### src/rtl/wave_synth_if.sv
// rtl/wave_synth_if.sv - control and sample bus between a driver and wave_synth
interface wave_synth_if #(
   parameter int OUT_W   = 8,
   parameter int PHASE_W = 16
);
   logic               en;
   logic               tick;
   logic               sync;
   logic [PHASE_W-1:0] freq_word;
   logic [1:0]         mode;
   logic [7:0]         amp;
   logic [OUT_W-1:0]   pos_out;
   logic [OUT_W-1:0]   neg_out;
   logic               sample_valid;
   logic               cycle_start;

   modport master (
      output en, tick, sync, freq_word, mode, amp,
      input  pos_out, neg_out, sample_valid, cycle_start
   );

   modport slave (
      input  en, tick, sync, freq_word, mode, amp,
      output pos_out, neg_out, sample_valid, cycle_start
   );
endinterface

### src/rtl/wave_synth.sv
// rtl/wave_synth.sv - phase-accumulator waveform synthesizer with quarter-wave sine ROM and amplitude scaling
module wave_synth #(
   parameter int OUT_W   = 8,
   parameter int PHASE_W = 16,
   parameter int LUT_AW  = 6
) (
   input  logic       clk,
   input  logic       reset_n,
   wave_synth_if.slave bus
);
   localparam int LUT_N = 1 << LUT_AW;

   // Elaboration-time sine; the series is exact enough over [0, pi/2] for correct rounding.
   function automatic logic [OUT_W-1:0] sine_entry(input int i);
      real x;
      real term;
      real acc;
      real full;
      x    = 3.14159265358979323846 * real'(i) / real'(2 * LUT_N);
      term = x;
      acc  = x;
      for (int k = 1; k < 12; k++) begin
         term = -term * x * x / real'((2 * k) * (2 * k + 1));
         acc  = acc + term;
      end
      full = real'((1 << OUT_W) - 1);
      return OUT_W'($rtoi(acc * full + 0.5));
   endfunction

   logic [OUT_W-1:0] sine_rom [0:LUT_N];

   for (genvar g = 0; g <= LUT_N; g++) begin : g_rom
      localparam logic [OUT_W-1:0] ENTRY = sine_entry(g);
      assign sine_rom[g] = ENTRY;
   end

   logic [PHASE_W-1:0] phase;
   logic [PHASE_W:0]   phase_sum;
   logic               launch;

   logic               s1_valid;
   logic               s1_wrap;
   logic [1:0]         s1_mode;
   logic [7:0]         s1_amp;

   logic               s2_valid;
   logic               s2_wrap;
   logic               s2_sign;
   logic [OUT_W-1:0]   s2_mag;
   logic [7:0]         s2_amp;

   logic [OUT_W-1:0]   pos_q;
   logic [OUT_W-1:0]   neg_q;
   logic               valid_q;
   logic               start_q;

   logic [OUT_W-1:0]   h;
   logic [OUT_W-1:0]   tri_mag;
   logic [OUT_W-1:0]   mag;
   logic               q;
   logic [LUT_AW-1:0]  idx;
   logic [LUT_AW:0]    lut_addr;

   logic [OUT_W+7:0]   prod;
   logic [OUT_W-1:0]   scaled;

   assign phase_sum = {1'b0, phase} + {1'b0, bus.freq_word};
   assign launch    = bus.en & bus.tick & ~bus.sync;

   // Stage 0: accumulate phase and capture the per-sample controls.
   always_ff @(posedge clk or negedge reset_n) begin
      if (!reset_n) begin
         phase    <= '0;
         s1_valid <= 1'b0;
         s1_wrap  <= 1'b0;
         s1_mode  <= 2'd0;
         s1_amp   <= 8'd0;
      end else begin
         if (bus.sync) begin
            phase <= '0;
         end else if (launch) begin
            phase <= phase_sum[PHASE_W-1:0];
         end
         s1_valid <= launch;
         if (launch) begin
            s1_wrap <= phase_sum[PHASE_W];
            s1_mode <= bus.mode;
            s1_amp  <= bus.amp;
         end
      end
   end

   always_comb begin
      h        = phase[PHASE_W-2 -: OUT_W];
      q        = phase[PHASE_W-2];
      idx      = phase[PHASE_W-3 -: LUT_AW];
      // Second quadrant mirrors the table, hence the extra entry at 2^LUT_AW.
      lut_addr = q ? ((LUT_AW+1)'(LUT_N) - {1'b0, idx}) : {1'b0, idx};
      tri_mag  = h[OUT_W-1] ? ~{h[OUT_W-2:0], 1'b0} : {h[OUT_W-2:0], 1'b0};
      mag      = '0;
      case (s1_mode)
         2'd0:    mag = sine_rom[lut_addr];
         2'd1:    mag = '1;
         2'd2:    mag = tri_mag;
         default: mag = h;
      endcase
   end

   // Stage 1: magnitude and sign from the phase written by the launching edge.
   always_ff @(posedge clk or negedge reset_n) begin
      if (!reset_n) begin
         s2_valid <= 1'b0;
         s2_wrap  <= 1'b0;
         s2_sign  <= 1'b0;
         s2_mag   <= '0;
         s2_amp   <= 8'd0;
      end else begin
         s2_valid <= s1_valid;
         if (s1_valid) begin
            s2_wrap <= s1_wrap;
            s2_sign <= phase[PHASE_W-1];
            s2_mag  <= mag;
            s2_amp  <= s1_amp;
         end
      end
   end

   assign prod   = (OUT_W+8)'(s2_mag) * (OUT_W+8)'({1'b0, s2_amp} + 9'd1);
   assign scaled = OUT_W'(prod >> 8);

   // Stage 2: scale and split into half-wave outputs, held between samples.
   always_ff @(posedge clk or negedge reset_n) begin
      if (!reset_n) begin
         pos_q   <= '0;
         neg_q   <= '0;
         valid_q <= 1'b0;
         start_q <= 1'b0;
      end else begin
         valid_q <= s2_valid;
         start_q <= s2_valid & s2_wrap;
         if (s2_valid) begin
            pos_q <= s2_sign ? '0 : scaled;
            neg_q <= s2_sign ? scaled : '0;
         end
      end
   end

   assign bus.pos_out      = pos_q;
   assign bus.neg_out      = neg_q;
   assign bus.sample_valid = valid_q;
   assign bus.cycle_start  = start_q;
endmodule

### src/flat_wrapper.sv
// flat-port wrapper written by rule: the top's interface ports become plain ports
module wave_synth_flat 
#(
   parameter int OUT_W   = 8,
   parameter int PHASE_W = 16,
   parameter int LUT_AW  = 6
)
  (clk, reset_n, bus_en, bus_tick, bus_sync, bus_freq_word, bus_mode, bus_amp, bus_pos_out, bus_neg_out, bus_sample_valid, bus_cycle_start);
  wave_synth_if #(.OUT_W(OUT_W), .PHASE_W(PHASE_W)) bus_i ();
  input  logic clk;
  input  logic reset_n;
  input wire logic [$bits(bus_i.en)-1:0] bus_en;
  input wire logic [$bits(bus_i.tick)-1:0] bus_tick;
  input wire logic [$bits(bus_i.sync)-1:0] bus_sync;
  input wire logic [$bits(bus_i.freq_word)-1:0] bus_freq_word;
  input wire logic [$bits(bus_i.mode)-1:0] bus_mode;
  input wire logic [$bits(bus_i.amp)-1:0] bus_amp;
  output wire logic [$bits(bus_i.pos_out)-1:0] bus_pos_out;
  output wire logic [$bits(bus_i.neg_out)-1:0] bus_neg_out;
  output wire logic [$bits(bus_i.sample_valid)-1:0] bus_sample_valid;
  output wire logic [$bits(bus_i.cycle_start)-1:0] bus_cycle_start;
  assign bus_i.en = bus_en;
  assign bus_i.tick = bus_tick;
  assign bus_i.sync = bus_sync;
  assign bus_i.freq_word = bus_freq_word;
  assign bus_i.mode = bus_mode;
  assign bus_i.amp = bus_amp;
  assign bus_pos_out = bus_i.pos_out;
  assign bus_neg_out = bus_i.neg_out;
  assign bus_sample_valid = bus_i.sample_valid;
  assign bus_cycle_start = bus_i.cycle_start;
  wave_synth #(.OUT_W(OUT_W), .PHASE_W(PHASE_W), .LUT_AW(LUT_AW)) u_core (.clk(clk), .reset_n(reset_n), .bus(bus_i));
endmodule
### config.mk
export PLATFORM = sky130hd
export DESIGN_NAME = wave_synth_flat
export DESIGN_NICKNAME = d
export VERILOG_FILES = /design/src/rtl/wave_synth_if.sv /design/src/rtl/wave_synth.sv /design/src/flat_wrapper.sv
export SDC_FILE = /design/constraint.sdc
export NUM_CORES = 1
export LEC_CHECK = 0
export BUFFER_PORTS_ARGS = -buffer_cell sky130_fd_sc_hd__clkbuf_2
export CAP_MARGIN = 20
export CORE_UTILIZATION = 62
export DETAILED_ROUTE_END_ITERATION = 10
export PLACE_DENSITY_LB_ADDON = 0.12
export SYNTH_ARGS = -nofsm -noshare
export SYNTH_HDL_FRONTEND = slang
export SYNTH_SLANG_ARGS = --single-unit
### constraint.sdc
create_clock -name clk -period 6.75 [get_ports clk]
set_input_delay 2.025 -clock clk [delete_from_list [all_inputs] [get_ports clk]]
set_output_delay 2.025 -clock clk [all_outputs]
set_load 0.02 [all_outputs]
# Word-level counts from Yosys, hierarchy flattened
# Memory sizes are Yosys's and may differ from the RTL's.
# Cells that the tools add are included.
[op_classes]
n_eq_ne = 2
mul = 1
n_addsub = 3
magnitude_cmp = 1
reduce_logical = 2
muxes = 9
bitwise_logic = 6
[ops]
columns = ["op", "n"]
rows = [
  ["$mux 8", 5],
  ["$mux 16", 2],
  ["$pmux 8 s3", 1],
  ["$add 16x16->17", 1],
  ["$mul 8x16->16", 1],
  ["$add 8x1->9 const B", 1],
  ["$ge 8x8->1 const B", 1],
  ["$not 7->8", 1],
  ["$not 8->8", 1],
  ["$mux 7", 1],
  ["$sub 7x6->7 const A", 1],
  ["$and 1x1->1", 3],
  ["$eq 2x1->1 const B", 1],
  ["$eq 2x2->1 const B", 1],
  ["$logic_not 2->1", 1],
  ["$reduce_bool 2->1", 1],
  ["$not 1->1", 1],
]
[word_totals]
elab_cells = 39
memories = 1
out_inout_bits = 18
in_bits = 31
rom_bits = 1024
reg_bits = 65
[mem_list]
columns = ["name", "depth", "word_bits", "rd", "rd_ports_with_merged_regs", "write_ports", "line_no", "rtl"]
rows = [
  ["(no name shown)", 128, 8, 1, 0, 0, "wave_synth.sv:102", "2'd0: mag = sine_rom[lut_addr];"],
]

# Depth between registers and ports, before layout
[depth]
depth_word = 7
ltp_mapped = 19
depth_no_buf = 18

# Worst setup path after synthesis
# No wires, ideal clock.
[synth_path]
path_kind = "reg2reg"
startpoint = "register u_core.s2_amp[1]"
endpoint = "register u_core.pos_q[6], in the netlist u_core.bus.pos_out[6]"
period_less_slack_ns = 4.956
path_stages_with_launch = 19
setup_ns = 0.139
arrival_ns = 4.816
setup_slack_ns = 1.794
cell_sequence = "dfrtp_1 -> ha_1 -> nand3_1 -> nor2_1 -> xnor2_1 -> nor2_1 -> fa_1 -> fa_1 -> fa_1 -> inv_1 -> fa_1 -> inv_1 -> ha_1 -> a21o_1 -> a21oi_1 -> o21ai_0 -> or2_2 -> a311oi_1 -> o32ai_1"
[synth_via]
elab_chain_cells = 3
[synth_lines]
columns = ["item", "line_no", "rtl"]
rows = [
  ["start, declared", "wave_synth.sv:50", "logic [7:0] s2_amp;"],
  ["start signal, assigned", "wave_synth.sv:123", "s2_amp <= s1_amp;"],
  ["$add 8x1->9", "wave_synth.sv:128", "assign prod = (OUT_W+8)'(s2_mag) * (OUT_W+8)'({1'b0, s2_amp} + 9'd1);"],
  ["$mul 8x16->16", "wave_synth.sv:128", ""],
  ["$mux 8", "wave_synth.sv:142", "pos_q <= s2_sign ? '0 : scaled;"],
  ["end signal, assigned", "wave_synth.sv:142", ""],
  ["end, declared", "wave_synth.sv:52", "logic [OUT_W-1:0] pos_q;"],
]
# Every way passes these cells.
# A chain may end at the register's enable or synchronous reset.

# Final worst setup path
[layout_path]
startpoint = "register u_core.s2_amp[0]"
endpoint = "register u_core.pos_q[6], in the netlist u_core.bus.pos_out[6]"
# Same word-level chain as after synthesis.

==> results.md <==
- The number of cells on the worst hold path is 1.
- The number of max-slew violations in the final report is 0.
- The post-CTS repair timing setup buffer count is 0.
- After synthesis the cells add up to 6320 sq um.
- The beginning of the worst register-to-register path is u_core.s2_amp[0].
- After routing the design area is just under 7000 sq um.
- The sequential element share of the synthesized area is around 26%.
- Port buffering added 48 buffers.
- The growth of design area from synthesis to finish is 7.93%.
- After global routing the overflow that remains totals 0.
- The repair_antennas step left the layout with diodes totalling 0.
- The fraction of layout cells with a size suffix above 1 is between 10% and 20%.
- Measured along the y axis, the die boundary spans between 100 and 150 um.
- The number of instances resized during post-cts repair is 0.
- The setup check on the worst reg-to-reg path leaves a slack of 1.08 ns.
- The library cell used as clock root buffer is sky130_fd_sc_hd__clkbuf_8.
- The detailed-route wire length per cell is 16.2 um.
- The leakage power of the design is ~3.3 nW.
- For this run, the share of the core covered by cells in the final layout is 69.5%.
- For the worst-skew pair, the clock arrives at the later sink with an insertion delay of approximately 0.36 ns.
- VDD sags by at most between 0.0004 and 0.0005 V.
- The first-pass GRT wire length is roughly 24000 um.
- Once placement completed, the tool counted placed cells totaling around 860.
- The floorplan has 36 rows.
- The run finished with clean final reports.
- Dividing the detail-routed via count by the number of cells gives between 5 and 6.
- The fraction of synthesized cell area taken by the top area cell type is ~26%.
- The total die area is 10600 sq um.
- Setup repair after global routing left no endpoint under its margin.
- sky130_fd_sc_hd__nand2_1 is the most common cell in the netlist.
- In this run the tightest slew margin relative to its limit is between 30% and 40%.
- In this run the critical register-to-register path is captured at u_core.bus.pos_out[6].
- In the synthesized netlist, the cells that appear most often are sky130_fd_sc_hd__nand2_1, sky130_fd_sc_hd__dfrtp_1, sky130_fd_sc_hd__inv_1.
- The count of flip-flops with a built-in enable after synthesis is 0.
- The synthesized design spends more area on one cell type than any other, namely sky130_fd_sc_hd__dfrtp_1.
- Based on the critical path, the design can be clocked at up to about 0.18 GHz.
- The power per unit of standard cell area is between 400 and 500 nW/um^2.
- The depth of the most critical reg-to-reg path is 18.
- Synthesis produced 705 cells.
- The worst setup margin is 1.08 ns.
- STA classifies the critical path startpoint as a flop.
- The arrival time of the worst setup path is slightly below 6 ns.
- In this run the worst path has a maximum fanout of 11.
- The primary flip-flop cell chosen by synthesis mapping is sky130_fd_sc_hd__dfrtp_1.
- Across every metal layer, demand over resource in global routing totals 29.4%.
- The number of nets in the finished design is between 800 and 900.
- Buffers inserted during clock tree synthesis total 9.
- The cell area after placement is roughly 6600 sq um.
- The final critical-path required period is around 5.7 ns.
- The post-route clock skew is 0.0148 ns.
- The starting utilization of the core area is about 64%.
- The final estimated routing congestion in global placement is between 0.8 and 0.9.
- At the pin with the least slew margin, the transition time is between 0.9 and 1 ns.
- In this run, distinct cell masters in the synthesized netlist total 69.
- The type of the worst setup path is reg -> reg.
- The tightest min-delay check is of the reg -> reg type.
- The design draws 3.16 mW.
- Synthesis produced a netlist with a net count of 834.
- The hold path startpoint is u_core.s2_wrap.
- The number of hold-slack violations in the final timing report came to 0.
- Summed over all layers, the routed wires come to 14100 um.
- The number of buffers added to fix hold violations after cts is 0.
- The number of antenna violations at the first check in global routing is 0.
- The number of global-route vias before repair was approximately 5200.
- The buffer depth of the longest clock path is 2.
- The yosys synthesis warning count is 0.
- The die boundary width is between 100 and 150 um.
- The detail route stage leaves a number of antenna-violating nets equal to 0.
- The length of the first detailed-routing pass in iterations is 5.
- Entering global routing, the biggest net connects 66 pins.
- For this run, design rule violations remaining after detail routing come to 0.
- Clock-pin slew was measured on the worst setup and hold paths at about 0.08 ns.
- The area inside the core boundary is slightly below 10000 sq um.
- After synthesis the netlist holds a flip-flop and latch count of 65.
- Counting flops with an async set or reset pin after synthesis yields a share of between 90% and 100%.
- The total setup violations reported at the end of the flow is 0.
- Before CTS, the worst setup slack after placement is 1.13 ns.
- The H-tree depth is 3.
- The hold slack is approximately 0.48 ns.
- For this block, the via count after detailed routing is around 5200.
- At the worst endpoint, the required time is 6.97 ns.
- The average cell area after synthesis is about 9.0 sq um.
- The number of placed I/O pins is 49.
- TritonCTS built the clock tree.
- The worst setup path is captured at a flop.
- Ranked by total cell area, the synthesized netlist is headed by sky130_fd_sc_hd__dfrtp_1, sky130_fd_sc_hd__fa_1, sky130_fd_sc_hd__ha_1.
- The share of the clock period used by the worst path is a little over four fifths.
- The destination of the worst hold path is u_core.bus.cycle_start.
- The DRC violation total after the first TritonRoute iteration is 222.
- The setup TNS after final layout is 0 ns.
- Excluding fillers, the count of instances in the completed layout stands at about 870.
- Across the run, the number of max-cap violations was 0.
- The tree built by TritonCTS fans out to 65 sinks.
- The post-detailed-placement half-perimeter wirelength is ~11000 um.
## worst max-delay path: stages, from the launching register on
cell and delay, ns:
sky130_fd_sc_hd__dfrtp_1 0.50, sky130_fd_sc_hd__ha_1 0.29, sky130_fd_sc_hd__nand3_1 0.14, sky130_fd_sc_hd__nor2_1 0.09, sky130_fd_sc_hd__xnor2_1 0.52, sky130_fd_sc_hd__nor2_1 0.14, sky130_fd_sc_hd__fa_1 0.59, sky130_fd_sc_hd__fa_1 0.44
sky130_fd_sc_hd__fa_1 0.54, sky130_fd_sc_hd__inv_1 0.06, sky130_fd_sc_hd__fa_1 0.53, sky130_fd_sc_hd__inv_1 0.04, sky130_fd_sc_hd__ha_1 0.34, sky130_fd_sc_hd__a21o_1 0.18, sky130_fd_sc_hd__a21oi_1 0.14, sky130_fd_sc_hd__o21ai_0 0.17
sky130_fd_sc_hd__or2_2 0.34, sky130_fd_sc_hd__a311oi_1 0.33, sky130_fd_sc_hd__o32ai_1 0.15
## placed cells by master (no fill, tap or decap), types with 5 or more instances in the layout
cell / netlist / layout
sky130_fd_sc_hd__o21ai_0: 33 / 33
sky130_fd_sc_hd__a21o_1: 10 / 10
sky130_fd_sc_hd__mux2_2: 9 / 9
sky130_fd_sc_hd__o2bb2ai_1: 8 / 8
sky130_fd_sc_hd__clkbuf_8: 0 / 9
sky130_fd_sc_hd__o32ai_1: 5 / 5
sky130_fd_sc_hd__nor3_1: 7 / 7
sky130_fd_sc_hd__fa_1: 41 / 41
sky130_fd_sc_hd__nor2b_1: 33 / 33
sky130_fd_sc_hd__xor2_1: 15 / 15
sky130_fd_sc_hd__a21oi_1: 33 / 33
sky130_fd_sc_hd__a311oi_1: 5 / 5
sky130_fd_sc_hd__o211ai_1: 5 / 5
sky130_fd_sc_hd__inv_1: 60 / 60
sky130_fd_sc_hd__mux2i_1: 6 / 6
sky130_fd_sc_hd__a211oi_1: 5 / 5
sky130_fd_sc_hd__and3_1: 6 / 6
sky130_fd_sc_hd__dfrtp_1: 65 / 65
sky130_fd_sc_hd__ha_1: 57 / 57
sky130_fd_sc_hd__nand2_1: 94 / 94
sky130_fd_sc_hd__nand2b_1: 13 / 13
sky130_fd_sc_hd__nor2_1: 32 / 32
sky130_fd_sc_hd__xnor2_1: 17 / 17
sky130_fd_sc_hd__nand3_1: 17 / 17
sky130_fd_sc_hd__clkbuf_2: 0 / 48
sky130_fd_sc_hd__and2_1: 21 / 21
## how the worst max path moves through the flow
stage	cells past startpoint	to	start	slack, ns
2_1_floorplan	18	u_core.bus.pos_out[6]	u_core.s2_amp[1]	1.79
3_3_place_gp	18	u_core.bus.pos_out[6]	u_core.s2_amp[0]	1.39
3_5_place_dp	18	u_core.bus.pos_out[6]	u_core.s2_amp[0]	1.13
4_1_cts	18	u_core.bus.pos_out[6]	u_core.s2_amp[0]	1.13
5_1_grt	17	u_core.bus.pos_out[7]	u_core.s2_amp[0]	0.83
6_report	18	u_core.bus.pos_out[6]	u_core.s2_amp[0]	1.08
## cell type report
class,instances,area (sq um)
Multi-Input combinational cell,548,4330
Clock inverter,7,95.1
Fill cell,803,2990
Timing Repair Buffer,50,255
Inverter,61,229
Tap cell,133,166
Clock buffer,9,124
Sequential cell,65,1630
## power breakdown
part	switching, mW	total [mW]	internal [mW]
Combinational	1.32	2.21	0.887
Sequential	0.110	0.581	0.471
Clock	0.163	0.371	0.208
Total	1.60	3.16	1.57
## registers in the layout (all words and copies together), names as in the netlist
| name | count |
|---|---|
| u_core.s2_mag | 8 |
| u_core.s2_wrap | 1 |
| u_core.s1_wrap | 1 |
| u_core.phase | 16 |
| u_core.bus.pos_out | 8 |
| u_core.bus.sample_valid | 1 |
| u_core.bus.cycle_start | 1 |
| u_core.s2_amp | 8 |
| u_core.s1_amp | 8 |
| u_core.s2_valid | 1 |
| u_core.s1_valid | 1 |
| u_core.bus.neg_out | 8 |
| u_core.s1_mode | 2 |
| u_core.s2_sign | 1 |
## routing by layer
metal | share of wire, % | wire length (um) | GRT usage, % | vias up
met5 | 0 | 0 | 0 | -
met4 | 3.1 | 442 | 13.2 | 0
met3 | 4.4 | 616 | 5.56 | 37
met2 | 52 | 7300 | 52.5 | 144
met1 | 41 | 5780 | 34.2 | 2503
li1 | - | - | - | 2483
## cell families after synthesis
group | share of synthesized area, %
xor gates and xnor gates | 5.46
AOI/OAI and AO/OA | 17.3
buffers and inverters | 5.82
adders and majority gates | 24.4
muxes | 2.55
and+or+nand+nor | 18.7
DFF | 25.7
Power figures use the tool's default switching activity.
